`src/rtl/pc_fetch_unit.sv`:
```
// Instruction-fetch front end: owns the fetch PC, issues credit-limited in-order
// imem requests and buffers (pc, inst) pairs for decode; redirects flush and drop stale responses.
module pc_fetch_unit #(
    parameter int          WIDTH_PC   = 32,
    parameter int          WIDTH_INST = 32,
    parameter logic [31:0] RESET_PC   = 32'h0000_0000,
    parameter int          FQ_DEPTH   = 2
) (
    input  logic                  clk,
    input  logic                  rst_n,
    input  logic [WIDTH_PC-1:0]   npc,
    input  logic                  redirect,
    input  logic [WIDTH_PC-1:0]   redirect_pc,
    output logic [WIDTH_PC-1:0]   current_pc,
    output logic                  stop_IF,
    output logic                  imem_req_valid,
    input  logic                  imem_req_ready,
    output logic [WIDTH_PC-1:0]   imem_req_addr,
    input  logic                  imem_resp_valid,
    input  logic [WIDTH_INST-1:0] imem_resp_inst,
    output logic                  if_valid,
    output logic [WIDTH_PC-1:0]   if_pc,
    output logic [WIDTH_INST-1:0] if_inst,
    input  logic                  id_ready
);

    localparam int PW = $clog2(FQ_DEPTH);
    localparam int CW = $clog2(FQ_DEPTH) + 1;

    logic [WIDTH_PC-1:0]   r_current_pc;
    logic [WIDTH_PC-1:0]   r_pend_pc [FQ_DEPTH];
    logic [PW-1:0]         r_pend_wr;
    logic [PW-1:0]         r_pend_rd;
    logic [WIDTH_PC-1:0]   r_fq_pc   [FQ_DEPTH];
    logic [WIDTH_INST-1:0] r_fq_inst [FQ_DEPTH];
    logic [PW-1:0]         r_fq_wr;
    logic [PW-1:0]         r_fq_rd;
    logic [CW-1:0]         r_fq_count;
    logic [CW-1:0]         r_in_flight;
    logic [CW-1:0]         r_drop_cnt;

    logic [CW+1:0]         w_credit_used;
    logic                  w_can_issue;
    logic                  w_req_fire;
    logic                  w_resp_acc;
    logic                  w_resp_drop;
    logic                  w_fq_pop;
    logic [CW:0]           w_outstanding;
    logic [CW-1:0]         w_drop_redirect;

    // Every slot is owed to something: an in-flight request, a response still to be
    // dropped, or a queued entry. That bound is what keeps the fetch queue from overflowing.
    assign w_credit_used = {2'b00, r_in_flight} + {2'b00, r_drop_cnt} + {2'b00, r_fq_count};
    assign w_can_issue   = w_credit_used < (CW+2)'(FQ_DEPTH);

    assign imem_req_valid = w_can_issue & ~redirect & rst_n;
    assign w_req_fire     = imem_req_valid & imem_req_ready;
    assign stop_IF        = ~w_req_fire;
    assign imem_req_addr  = r_current_pc;
    assign current_pc     = r_current_pc;

    assign w_resp_drop = imem_resp_valid & (r_drop_cnt != '0) & ~redirect;
    assign w_resp_acc  = imem_resp_valid & (r_drop_cnt == '0) & ~redirect;
    assign w_fq_pop    = if_valid & id_ready & ~redirect;

    assign w_outstanding   = {1'b0, r_drop_cnt} + {1'b0, r_in_flight};
    assign w_drop_redirect = (imem_resp_valid && w_outstanding != '0) ?
                             CW'(w_outstanding - (CW+1)'(1)) : CW'(w_outstanding);

    assign if_valid = (r_fq_count != '0);
    assign if_pc    = if_valid ? r_fq_pc[r_fq_rd]   : '0;
    assign if_inst  = if_valid ? r_fq_inst[r_fq_rd] : '0;

    always_ff @(posedge clk or negedge rst_n) begin
        if (!rst_n) begin
            r_current_pc <= WIDTH_PC'(RESET_PC);
            r_pend_wr    <= '0;
            r_pend_rd    <= '0;
            r_fq_wr      <= '0;
            r_fq_rd      <= '0;
            r_fq_count   <= '0;
            r_in_flight  <= '0;
            r_drop_cnt   <= '0;
            for (int i = 0; i < FQ_DEPTH; i++) begin
                r_pend_pc[i] <= '0;
                r_fq_pc[i]   <= '0;
                r_fq_inst[i] <= '0;
            end
        end else if (redirect) begin
            r_current_pc <= redirect_pc;
            r_pend_wr    <= '0;
            r_pend_rd    <= '0;
            r_fq_wr      <= '0;
            r_fq_rd      <= '0;
            r_fq_count   <= '0;
            r_in_flight  <= '0;
            r_drop_cnt   <= w_drop_redirect;
        end else begin
            if (w_req_fire) begin
                r_current_pc         <= npc;
                r_pend_pc[r_pend_wr] <= r_current_pc;
                r_pend_wr            <= r_pend_wr + PW'(1);
            end
            if (w_resp_acc) begin
                r_fq_pc[r_fq_wr]   <= r_pend_pc[r_pend_rd];
                r_fq_inst[r_fq_wr] <= imem_resp_inst;
                r_fq_wr            <= r_fq_wr + PW'(1);
                r_pend_rd          <= r_pend_rd + PW'(1);
            end
            if (w_fq_pop) begin
                r_fq_rd <= r_fq_rd + PW'(1);
            end
            if (w_resp_drop) begin
                r_drop_cnt <= r_drop_cnt - CW'(1);
            end
            r_in_flight <= r_in_flight + CW'(w_req_fire) - CW'(w_resp_acc);
            r_fq_count  <= r_fq_count + CW'(w_resp_acc) - CW'(w_fq_pop);
        end
    end

endmodule

```
`config.mk`:
```
export PLATFORM = sky130hd
export DESIGN_NAME = pc_fetch_unit
export DESIGN_NICKNAME = d
export VERILOG_FILES = /design/src/rtl/pc_fetch_unit.sv
export SDC_FILE = /design/constraint.sdc
export NUM_CORES = 1
export LEC_CHECK = 0
export ABC_AREA = 0
export BUFFER_PORTS_ARGS = -buffer_cell sky130_fd_sc_hd__buf_2
export CORE_AREA = 4 4 212 111
export CTS_BUF_LIST = sky130_fd_sc_hd__clkbuf_16
export CTS_CLUSTER_DIAMETER = 30
export DETAILED_ROUTE_END_ITERATION = 8
export DIE_AREA = 0 0 216 115
export GPL_TIMING_DRIVEN = 1
export HOLD_SLACK_MARGIN = 0.15
export PLACE_DENSITY = 0.74
export RECOVER_POWER = 100
export SYNTH_ARGS = -nofsm -noshare
export SYNTH_HDL_FRONTEND = slang
export SYNTH_SLANG_ARGS = --single-unit
```
`constraint.sdc`:
```
create_clock -name clk -period 8.25 [get_ports clk]
set_clock_uncertainty 0.05 [all_clocks]
set_input_delay 1.65 -clock clk [delete_from_list [all_inputs] [get_ports clk]]
set_output_delay 1.65 -clock clk [all_outputs]
set_load 0.02 [all_outputs]
```
==> results of run 1 <==
## cell type report
type	count	area (sq um)	share of cell area [%]
multi-input combinational	563	4300	33.2
clock inverter	30	340	2.63
timing repair buffer	241	1060	8.17
tap	300	375	2.90
clock buffer	36	901	6.95
sequential	234	5860	45.2
inverter	34	128	0.984
## worst max-delay path: cells and delay by family
kind | cells | cell delay, ns
simple gates | 2 | 2.02
buf+inv | 2 | 1.04
## metrics by stage
step / setup slack [ns] / utilization [%] / instance area (sq um) / cells / total power (uW)
3_3_place_gp: 2.78 / 55.6 / 11900 / 1372 / 3340
3_5_place_dp: 2.67 / 55.6 / 11900 / 1372 / 3420
6_report: 1.83 / 60.5 / 13000 / 1438 / 4900
2_1_floorplan: 3.97 / - / 10800 / 929 / 2980
5_1_grt: 1.62 / 60.5 / 13000 / 1438 / 5210
4_1_cts: 2.67 / 61.4 / 13200 / 1438 / 4980
## state kept, by name, indices dropped and copies added, names as in the netlist
signal / flops
r_fq_wr: 1
current_pc: 32
r_fq_count: 2
r_fq_inst: 64
r_fq_rd: 1
r_pend_pc: 64
r_drop_cnt: 2
r_in_flight: 2
r_pend_rd: 1
r_fq_pc: 64
r_pend_wr: 1
## kinds of logic (layout without fill, tap and decap cells)
family / count (synthesis) / count (layout) / share of synthesized area [%]
muxes: 226 / 226 / 22.4
buffers and inverters: 132 / 341 / 6.29
AOI/OAI and AO/OA: 146 / 146 / 8.60
and+or+nand+nor: 171 / 171 / 6.52
adders and majority gates: 11 / 11 / 1.41
DFF: 234 / 234 / 54.1
xor gates and xnor gates: 9 / 9 / 0.728
## report_power, final
part	total [uW]	switching [uW]	internal, uW
Combinational	1480	848	631
Clock	1520	555	970
Sequential	1900	307	1590
Total	4900	1710	3190
## synthesized netlist by cell type, drive strengths merged
library cell / instances
ha: 9
o21ai: 45
nor4bb: 1
a21oi: 32
nand2b: 1
nand4b: 1
clkbuf: 27
buf: 71
o21a: 2
nor2b: 3
dfrtp: 234
nand4bb: 1
and4bb: 1
inv: 33
nand3: 1
nand2: 54
a2bb2oi: 11
mux2i: 97
clkinv: 1
a41oi: 11
nand3b: 1
fa: 2
xor2: 4
nor3: 1
o211ai: 43
nand4: 1
a21o: 1
xnor2: 5
mux2: 129
a21boi: 1
nor2: 105
## worst paths after layout
kind,from,endpoint,slack (ns),depth (start not counted)
max in group asynchronous,rst_n,r_fq_inst[8]$_DFFE_PN0P_,2.81,2
min in group asynchronous,rst_n,current_pc[12]$_DFFE_PN0P_,1.06,1
min,r_fq_pc[24]$_DFFE_PN0P_,r_fq_pc[24]$_DFFE_PN0P_,0.43,2
max,redirect,imem_req_valid,1.83,4
max reg2reg,r_fq_count[1]$_DFF_PN0_,r_pend_pc[59]$_DFFE_PN0P_,2.95,8
min reg2reg,r_fq_pc[24]$_DFFE_PN0P_,r_fq_pc[24]$_DFFE_PN0P_,0.43,2
## per-layer routing
layer,vias up,track usage [%]
met5,-,0
li1,3578,-
met4,0,5.92
met1,3889,28.6
met2,220,34.6
met3,46,4.30
==> flow_metrics.tcl, run 1 <==
set metrics [dict create \
    rsz0062_at_grt "false" \
    clk-insertion-delay-late_ns 0.51 \
    finalSetupTns_ns 0 \
    ant_nets 0 \
    crit_fanout 46 \
    slowest_stage "nand4bb_1" \
    slew_headroom_pct -164 \
    syn_avg_cell_area_sq_um 11.7 \
    post_drt_wl_per_cell_um 18.1 \
    period_needed_ns 6.42 \
    layout.nets 1223 \
    whs_ns 0.428 \
    grt_max_degree 97 \
    vias_per_cell 5.38 \
    run_status "complete, but fails checks" \
    cp.required_ns 6.55 \
    top_layer "met4" \
    clk_path_buf_depth 3 \
    io_pins 233 \
    finalMaxSlewViolations 291 \
    leakagePower_uw 0.00578 \
    crit_path_frequent_cell "clkbuf_1" \
    yosysWarnings 0 \
    die-area_sq_mm 0.0248 \
    min_path_type "reg -> reg" \
    synthesis.nets 1042 \
    diodes 0 \
    setup_viol 0 \
    syn-cell-area_sq_mm 0.0108 \
    syn_inst 929 \
    grt_pass1_vias 7972 \
    holdBufCountCts 0 \
    synth_top_area_share_pct 54.1 \
    path_cells "clkbuf_1 > nand4bb_1 > nor2_1 > clkbuf_1" \
    first_iter_violations 505 \
    port_buffers 232 \
    cpPeakStageDelay_ns 1.61 \
    gp_congestion 0.807 \
    drt_pass1_iterations 5 \
    worst_slew_pin_slew_ns 3.96 \
    violations "max-capacitance violations, max-slew violations" \
    antenna_found_initial 0 \
    core_sq_mm 0.0214 \
    critPathKind "in -> out" \
    cts_sinks 234 \
    cts_tree "done" \
    cts-root-buf "clkbuf_16" \
    vias 7733 \
    routed_wirelength_mm 26.0 \
    timing.final.crit_share_pct 77.8 \
    seq_area_frac_synth_pct 54.1 \
    synth-seq-cells 234 \
    grt_usage_pct 20.9 \
    start_kind "primary input" \
    n_fill_cell 1773 \
    drv_cap 6 \
    synthTopCellsByArea "dfrtp_1, mux2_2, mux2i_1" \
    fp.dieH_um 115 \
    drcViolationCount 0 \
    final_common_cell "dfrtp_1" \
    post_cts_buffers 0 \
    start_util_pct 50.5 \
    clk_pin_slew_ns 0.05 \
    gr-total-overflow 0 \
    htree_levels 2 \
    ir_worst_vdd_mv 0.186 \
    yosys.area.top_type "dfrtp_1" \
    syn2layout_area_growth_pct 19.7 \
    cts_resized 0 \
    crit_arrival_ns 4.72 \
    numCtsBuffers 36 \
    wl_met3_mm 1.29 \
    die_x_um 216 \
    rows 38 \
    hold_viol_final 0 \
    synth_cell_types 35 \
    grt_pass1_wl_mm 42.0 \
    met2_length_mm 12.2 \
    max_freq_mhz 156 \
    dp_hpwl_mm 16.9 \
    drive_above_1_share_pct 25.9 \
    powerDensity_mw_per_mm2 378 \
    endpoint_kind "output port" \
    m1WireLength_mm 11.9 \
    final_cell_mix "dfrtp_1, clkbuf_1, mux2_2, nor2_1, buf_2" \
]
Note: power is estimated with default switching activity, not from simulation.
==> run 2: changes to the inputs <==
--- a/config.mk
+++ b/config.mk
@@ -5,13 +5,13 @@
 export SDC_FILE = /design/constraint.sdc
 export NUM_CORES = 1
 export LEC_CHECK = 0
-export ABC_AREA = 0
+export ABC_AREA = 1
 export BUFFER_PORTS_ARGS = -buffer_cell sky130_fd_sc_hd__buf_2
-export CORE_AREA = 4 4 212 111
+export CORE_AREA = 4 4 216 113
 export CTS_BUF_LIST = sky130_fd_sc_hd__clkbuf_16
 export CTS_CLUSTER_DIAMETER = 30
 export DETAILED_ROUTE_END_ITERATION = 8
-export DIE_AREA = 0 0 216 115
+export DIE_AREA = 0 0 220 117
 export GPL_TIMING_DRIVEN = 1
 export HOLD_SLACK_MARGIN = 0.15
 export PLACE_DENSITY = 0.74
==> constraint.sdc (replaced) <==
create_clock -name clk -period 6.7 [get_ports clk]
set_clock_uncertainty 0.05 [all_clocks]
set_input_delay 1.34 -clock clk [delete_from_list [all_inputs] [get_ports clk]]
set_output_delay 1.34 -clock clk [all_outputs]
set_load 0.02 [all_outputs]
==> run 2 against run 1 <==
Against the previous run:
- the run still ends with max-capacitance violations, max-slew violations left
- synthesized area up 4.1%
- synthesized cell count grew 56%
- non-clock buffer count grew 7
- register-to-register slack worse by 0.64 ns
- via count is 29% higher
- clock-buffer cell count up 1
==> flow_metrics.tcl, run 2 <==
set metrics [dict create \
    min_delay_worst_endpoint "r_fq_pc[51]$_DFFE_PN0P_" \
    min_path_cells 2 \
    grt_pass1_vias 9560 \
    final_cell_mix "nand2_1, dfrtp_1, o21ai_0, clkbuf_1, buf_2" \
    crit_arrival_ns 3.76 \
    n_fill_cell 2132 \
    top_regs "r_fq_inst (64), r_fq_pc (64), r_pend_pc (64)" \
    setup_viol 0 \
    dp_hpwl_mm 18.1 \
    powerDensity_mw_per_mm2 421 \
    syn2layout_area_growth_pct 17.5 \
    htree_levels 2 \
    gr-total-overflow 0 \
    drv_cap 4 \
    synthMostInstantiatedCell "nand2_1" \
    violations "max-capacitance violations, max-slew violations" \
    r2r-start "r_fq_count[1]$_DFF_PN0_" \
    synth-seq-cells 234 \
    leakagePower_uw 0.00707 \
    diodes 0 \
    port_buffers 232 \
    synthesis.nets 1562 \
    cts_resized 0 \
    drive_above_1_share_pct 10.8 \
    clk_path_buf_depth 3 \
    syn-cell-area_sq_mm 0.0113 \
    cts_tree "done" \
    crit_fanout 39 \
    yosys.area.top_type "dfrtp_1" \
    timing.final.crit_share_pct 76.9 \
    final_common_cell "nand2_1" \
    slew_headroom_pct -80.9 \
    async_flop_share_pct 100 \
    vias_per_cell 5.16 \
    syn_inst 1449 \
    seq_area_frac_synth_pct 51.9 \
    cts-root-buf "clkbuf_16" \
    period_needed_ns 5.15 \
    ir_worst_vdd_mv 0.310 \
    hold_viol_final 0 \
    grt_max_degree 129 \
    first_iter_violations 893 \
    synth_top_family_by_area "simple AND/OR/NAND/NOR gates" \
    yosysWarnings 0 \
    drcViolationCount 0 \
    hold_start "r_fq_pc[51]$_DFFE_PN0P_" \
    clk-insertion-delay-late_ns 0.51 \
    synth_adder_area_share_pct 1.35 \
    r2r_cells 10 \
    final_cells 1938 \
    io_pins 233 \
    layout.nets 1716 \
    antenna_found_initial 1 \
    timing.rr.end "r_pend_pc[11]$_DFFE_PN0P_" \
    grt_pass1_wl_mm 48.1 \
    post_cts_buffers 0 \
    clk_pin_slew_ns 0.05 \
    yosys.area_share.simple_pct 28.1 \
    rows 39 \
    max_freq_mhz 194 \
    finalMaxSlewViolations 363 \
    synth_common_cells "nand2_1, dfrtp_1, inv_1" \
    finalSetupTns_ns 0 \
    synth_top_flop_cell "dfrtp_1" \
    synthTopCellsByArea "dfrtp_1, nand2_1, buf_4" \
    ant_nets 0 \
    synth_xor_area_share_pct 0.155 \
    synth_compound_area_share_pct 8.81 \
    synth_mux_area_share_pct 0 \
    vias 9999 \
    die-area_sq_mm 0.0257 \
    synth_top_area_share_pct 51.9 \
    min_path_type "reg -> reg" \
    core_sq_mm 0.0224 \
    gp_congestion 0.814 \
    numCtsBuffers 36 \
    routed_wirelength_mm 29.2 \
    holdBufCountCts 0 \
    critPathKind "in -> out" \
    start_util_pct 50.2 \
    cts_sinks 234 \
    start_kind "primary input" \
    synth_edf_count 0 \
    syn_avg_cell_area_sq_um 7.78 \
    run_status "complete, but fails checks" \
    r2r_slack_ns 2.31 \
    die_x_um 220 \
    cp.required_ns 5.31 \
    synth_cell_types 23 \
    placed_cells 1872 \
    fp.dieH_um 117 \
    endpoint_kind "output port" \
    drt_pass1_iterations 6 \
    grt_usage_pct 22.7 \
    post_drt_wl_per_cell_um 15.0 \
    rsz0062_at_grt "false" \
    worst_slew_pin_slew_ns 2.71 \
]
-- run 2: worst max-delay path by stage --
stage,startpoint,to,slack [ns],depth (start not counted)
2_1_floorplan,rst_n,stop_IF,3.34,4
3_5_place_dp,rst_n,stop_IF,2.44,6
6_report,redirect,stop_IF,1.55,6
3_3_place_gp,rst_n,stop_IF,2.36,6
4_1_cts,rst_n,stop_IF,2.43,6
5_1_grt,redirect,r_pend_pc[30]$_DFFE_PN0P_,1.24,8
-- run 2: cell type report --
class / instances / area (sq um) / share of cell area [%]
timing repair buffer: 248 / 1120 / 8.43
clock inverter: 29 / 284 / 2.14
inverter: 90 / 338 / 2.55
multi-input combinational: 993 / 4340 / 32.8
clock buffer: 37 / 926 / 6.99
sequential: 234 / 5860 / 44.2
tap: 307 / 384 / 2.90
-- run 2: cell families after synthesis --
family	count (synthesis)
AND/OR/NAND/NOR	782
flip-flops	234
buffers and inverters	222
AO/OA/AOI/OAI	198
adder cells (fa/ha/maj)	11
XOR/XNOR	2
-- run 2: per-stage QoR --
stage                     hold WS, ns  total power, uW  cell area, sq um  util (%)  setup WS [ns]
after floorplan                 0.387             3340             11300         -           3.34
after global placement          0.398             3730             12200      54.5           2.36
after detailed placement        0.403             3800             12200      54.5           2.44
after CTS                       0.416             5690             13500      59.9           2.43
after global routing            0.433             5980             13300      59.0           1.24
final                           0.412             5580             13300      59.0           1.55
-- run 2: worst max-delay path: stages --
cell and delay (ns):
buf_2 0.07, clkbuf_1 1.23, nor2_1 0.30, nand3_2 0.17
buf_4 0.36, clkbuf_1 0.28
-- run 2: routing by layer --
| metal | part of all wire (%) | wire [um] | global-route usage, % |
|---|---|---|---|
| met5 | 0.027 | 8 | 0 |
| met2 | 45 | 13200 | 35.3 |
| met3 | 6.5 | 1890 | 4.44 |
| met4 | 1.3 | 392 | 4.64 |
| met1 | 47 | 13700 | 33.7 |
-- run 2: power by group --
| part | leakage (uW) | internal (uW) | total (uW) | switching, uW |
|---|---|---|---|---|
| Sequential | 0.00285 | 1920 | 2180 | 262 |
| Clock | 0.000603 | 1200 | 1860 | 658 |
| Combinational | 0.00361 | 452 | 1530 | 1080 |
| Total | 0.00707 | 3570 | 5580 | 2000 |
==> run 3: changes to the inputs <==
--- a/config.mk
+++ b/config.mk
@@ -7,14 +7,14 @@
 export LEC_CHECK = 0
 export ABC_AREA = 1
 export BUFFER_PORTS_ARGS = -buffer_cell sky130_fd_sc_hd__buf_2
-export CORE_AREA = 4 4 216 113
+export CORE_AREA = 4 4 218 114
 export CTS_BUF_LIST = sky130_fd_sc_hd__clkbuf_16
 export CTS_CLUSTER_DIAMETER = 30
 export DETAILED_ROUTE_END_ITERATION = 8
-export DIE_AREA = 0 0 220 117
+export DIE_AREA = 0 0 222 118
 export GPL_TIMING_DRIVEN = 1
 export HOLD_SLACK_MARGIN = 0.15
-export PLACE_DENSITY = 0.74
+export PLACE_DENSITY = 0.76
 export RECOVER_POWER = 100
 export SYNTH_ARGS = -nofsm -noshare
 export SYNTH_HDL_FRONTEND = slang
==> constraint.sdc (replaced) <==
create_clock -name clk -period 4.6 [get_ports clk]
set_clock_uncertainty 0.05 [all_clocks]
set_input_delay 0.92 -clock clk [delete_from_list [all_inputs] [get_ports clk]]
set_output_delay 0.92 -clock clk [all_outputs]
set_load 0.02 [all_outputs]
==> run 3 against run 2 <==
Against the previous run:
- the run still ends with max-capacitance violations, max-slew violations left
- clock power grew 40%
- via count is 0.82% higher
- power is 45% higher
- core utilization down 0.58 points
- clock-buffer cell count fell by 2
- global-route usage fell by 0.35 points
- register-to-register slack worse by 1.3 ns
- hold slack lost 0.14 ns
- wire length up 2.5%
- critical endpoint is now r_fq_inst[41]$_DFFE_PN0P_
==> flow_metrics.tcl, run 3 (synthesis gave the netlist of run 2 again) <==
set metrics [dict create \
    run_status "complete, but fails checks" \
    violations "max-capacitance violations, max-slew violations" \
    grt_pass1_wl_mm 49.1 \
    dp_hpwl_mm 18.7 \
    critPathKind "in -> reg" \
    setup_viol 0 \
    io_pins 233 \
    gr-total-overflow 0 \
    routed_wirelength_mm 29.9 \
    cts_sinks 234 \
    placed_area_sq_mm 0.0123 \
    use_met2_pct 33.7 \
    grt_usage_pct 22.4 \
    holdBufCountCts 0 \
    clk-insertion-delay-late_ns 0.51 \
    diodes 0 \
    grt_pass1_vias 9432 \
    ant_nets 0 \
    endpoint_kind "register" \
    leakagePower_uw 0.00707 \
    crit_arrival_ns 4.12 \
    whs_ns 0.273 \
    slowest_stage "nor2_1" \
    timing.final.crit_share_pct 82.6 \
    placed_cells 1874 \
    cpPeakStageDelay_ns 1.21 \
    start_kind "primary input" \
    antenna_found_initial 0 \
    slew_headroom_pct -62.6 \
    finalSetupTns_ns 0 \
    ir_worst_vdd_mv 0.282 \
    clk_pin_slew_ns 0.05 \
    worst_slew_pin_slew_ns 2.44 \
    htree_levels 2 \
    drive_above_1_share_pct 11.2 \
    crit_fanout 64 \
    crit_buf_inv 4 \
    path_cells "buf_2 > inv_1 > nand3_1 > nor2_1 > inv_2 > clkbuf_2 > nand2_1 > nand2_1" \
    cp_top_family "simple AND/OR/NAND/NOR gates" \
    top_regs "r_fq_inst (64), r_fq_pc (64), r_pend_pc (64)" \
    max_freq_mhz 263 \
    clk_path_buf_depth 3 \
    layout.nets 1717 \
    first_iter_violations 942 \
    final_common_cell "nand2_1" \
    use_met3_pct 4.14 \
    grt_busiest_layer "met1" \
    fp.dieH_um 118 \
    start_util_pct 49.8 \
    port_buffers 232 \
    crit_path_frequent_cell "nand2_1" \
    syn2layout_area_growth_pct 17.4 \
    cp.required_ns 4.92 \
    hold_viol_final 0 \
    drcViolationCount 0 \
    final_cell_mix "nand2_1, dfrtp_1, clkbuf_1, o21ai_0, buf_2" \
    min_path_type "in -> async" \
    powerDensity_mw_per_mm2 609 \
    finalMaxSlewViolations 230 \
    vias_per_cell 5.21 \
    rsz0062_at_grt "false" \
    drv_cap 3 \
    post_drt_wl_per_cell_um 15.4 \
    final_cells 1936 \
    period_needed_ns 3.80 \
    die_x_um 222 \
    die-area_sq_mm 0.0262 \
    cts-root-buf "clkbuf_16" \
    gp_congestion 0.809 \
    cts_tree "done" \
    drt_pass1_iterations 5 \
    fin_area_sq_mm 0.0132 \
    rows 39 \
    grtUsageMet1_pct 33.8 \
    grt_max_degree 182 \
    numCtsBuffers 35 \
    post_cts_buffers 0 \
    vias 10100 \
    core_sq_mm 0.0226 \
    cts_resized 0 \
]
## run 3: cell count changes in the layout (fill, tap and decap cells not counted), sizes merged
cell / previous run / this run
clkinvlp: 3 / 2
buf: 115 / 116
inv: 95 / 98
clkbuf: 170 / 169
bufinv: 5 / 4
clkinv: 16 / 13
## run 3: worst register-to-register path, cell delays in order, from the launching register on
cell,delay (ns)
dfrtp_1,0.37
inv_1,0.14
ha_1,0.19
nand3_1,0.19
nor2_1,1.21
inv_2,0.06
clkbuf_2,0.82
nand2_1,0.34
nand2_1,0.08
## run 3: per-layer routing
metal	wire length (um)	vias up	share of wire [%]
met5	0	-	0
met4	446	0	1.5
met3	1940	36	6.5
met2	13200	369	44
met1	14300	4792	48
li1	-	4884	-
## run 3: report_power, final
group | internal (uW) | leakage [uW] | switching [uW]
sequential | 2800 | 0.00285 | 403
clock | 1630 | 0.000572 | 971
combinational | 667 | 0.00364 | 1590
total | 5090 | 0.00707 | 2970
## run 3: metrics by stage
step	setup slack (ns)	power [uW]	util (%)
final	0.799	8060	58.5
after CTS	1.01	8210	59.4
after floorplan	1.76	4870	-
after detailed placement	1.20	5570	54.4
after global routing	0.462	8620	58.5
after global placement	1.32	5480	54.4
## run 3: worst paths after layout
| kind | from | to | slack [ns] | cells after the start |
|---|---|---|---|---|
| worst min-delay path | rst_n | current_pc[24]$_DFFE_PN0P_ | 0.27 | 1 |
| max in group asynchronous | rst_n | r_fq_rd$_DFFE_PN0P_ | 1.13 | 2 |
| worst min register to register | r_fq_inst[34]$_DFFE_PN0P_ | r_fq_inst[34]$_DFFE_PN0P_ | 0.41 | 2 |
| min in group clk | r_fq_inst[34]$_DFFE_PN0P_ | r_fq_inst[34]$_DFFE_PN0P_ | 0.41 | 2 |
| worst max-delay path | redirect | r_fq_inst[41]$_DFFE_PN0P_ | 0.80 | 8 |
| worst max register to register | r_drop_cnt[1]$_DFFE_PN0P_ | r_fq_inst[41]$_DFFE_PN0P_ | 1.02 | 8 |
## run 3: layout make-up
cell class,count,area (sq um)
sequential,234,5860
fill,2119,9410
multi-input combinational,993,4340
inverter,90,338
tap,307,384
timing repair buffer,250,1170
clock buffer,35,876
clock inverter,27,270
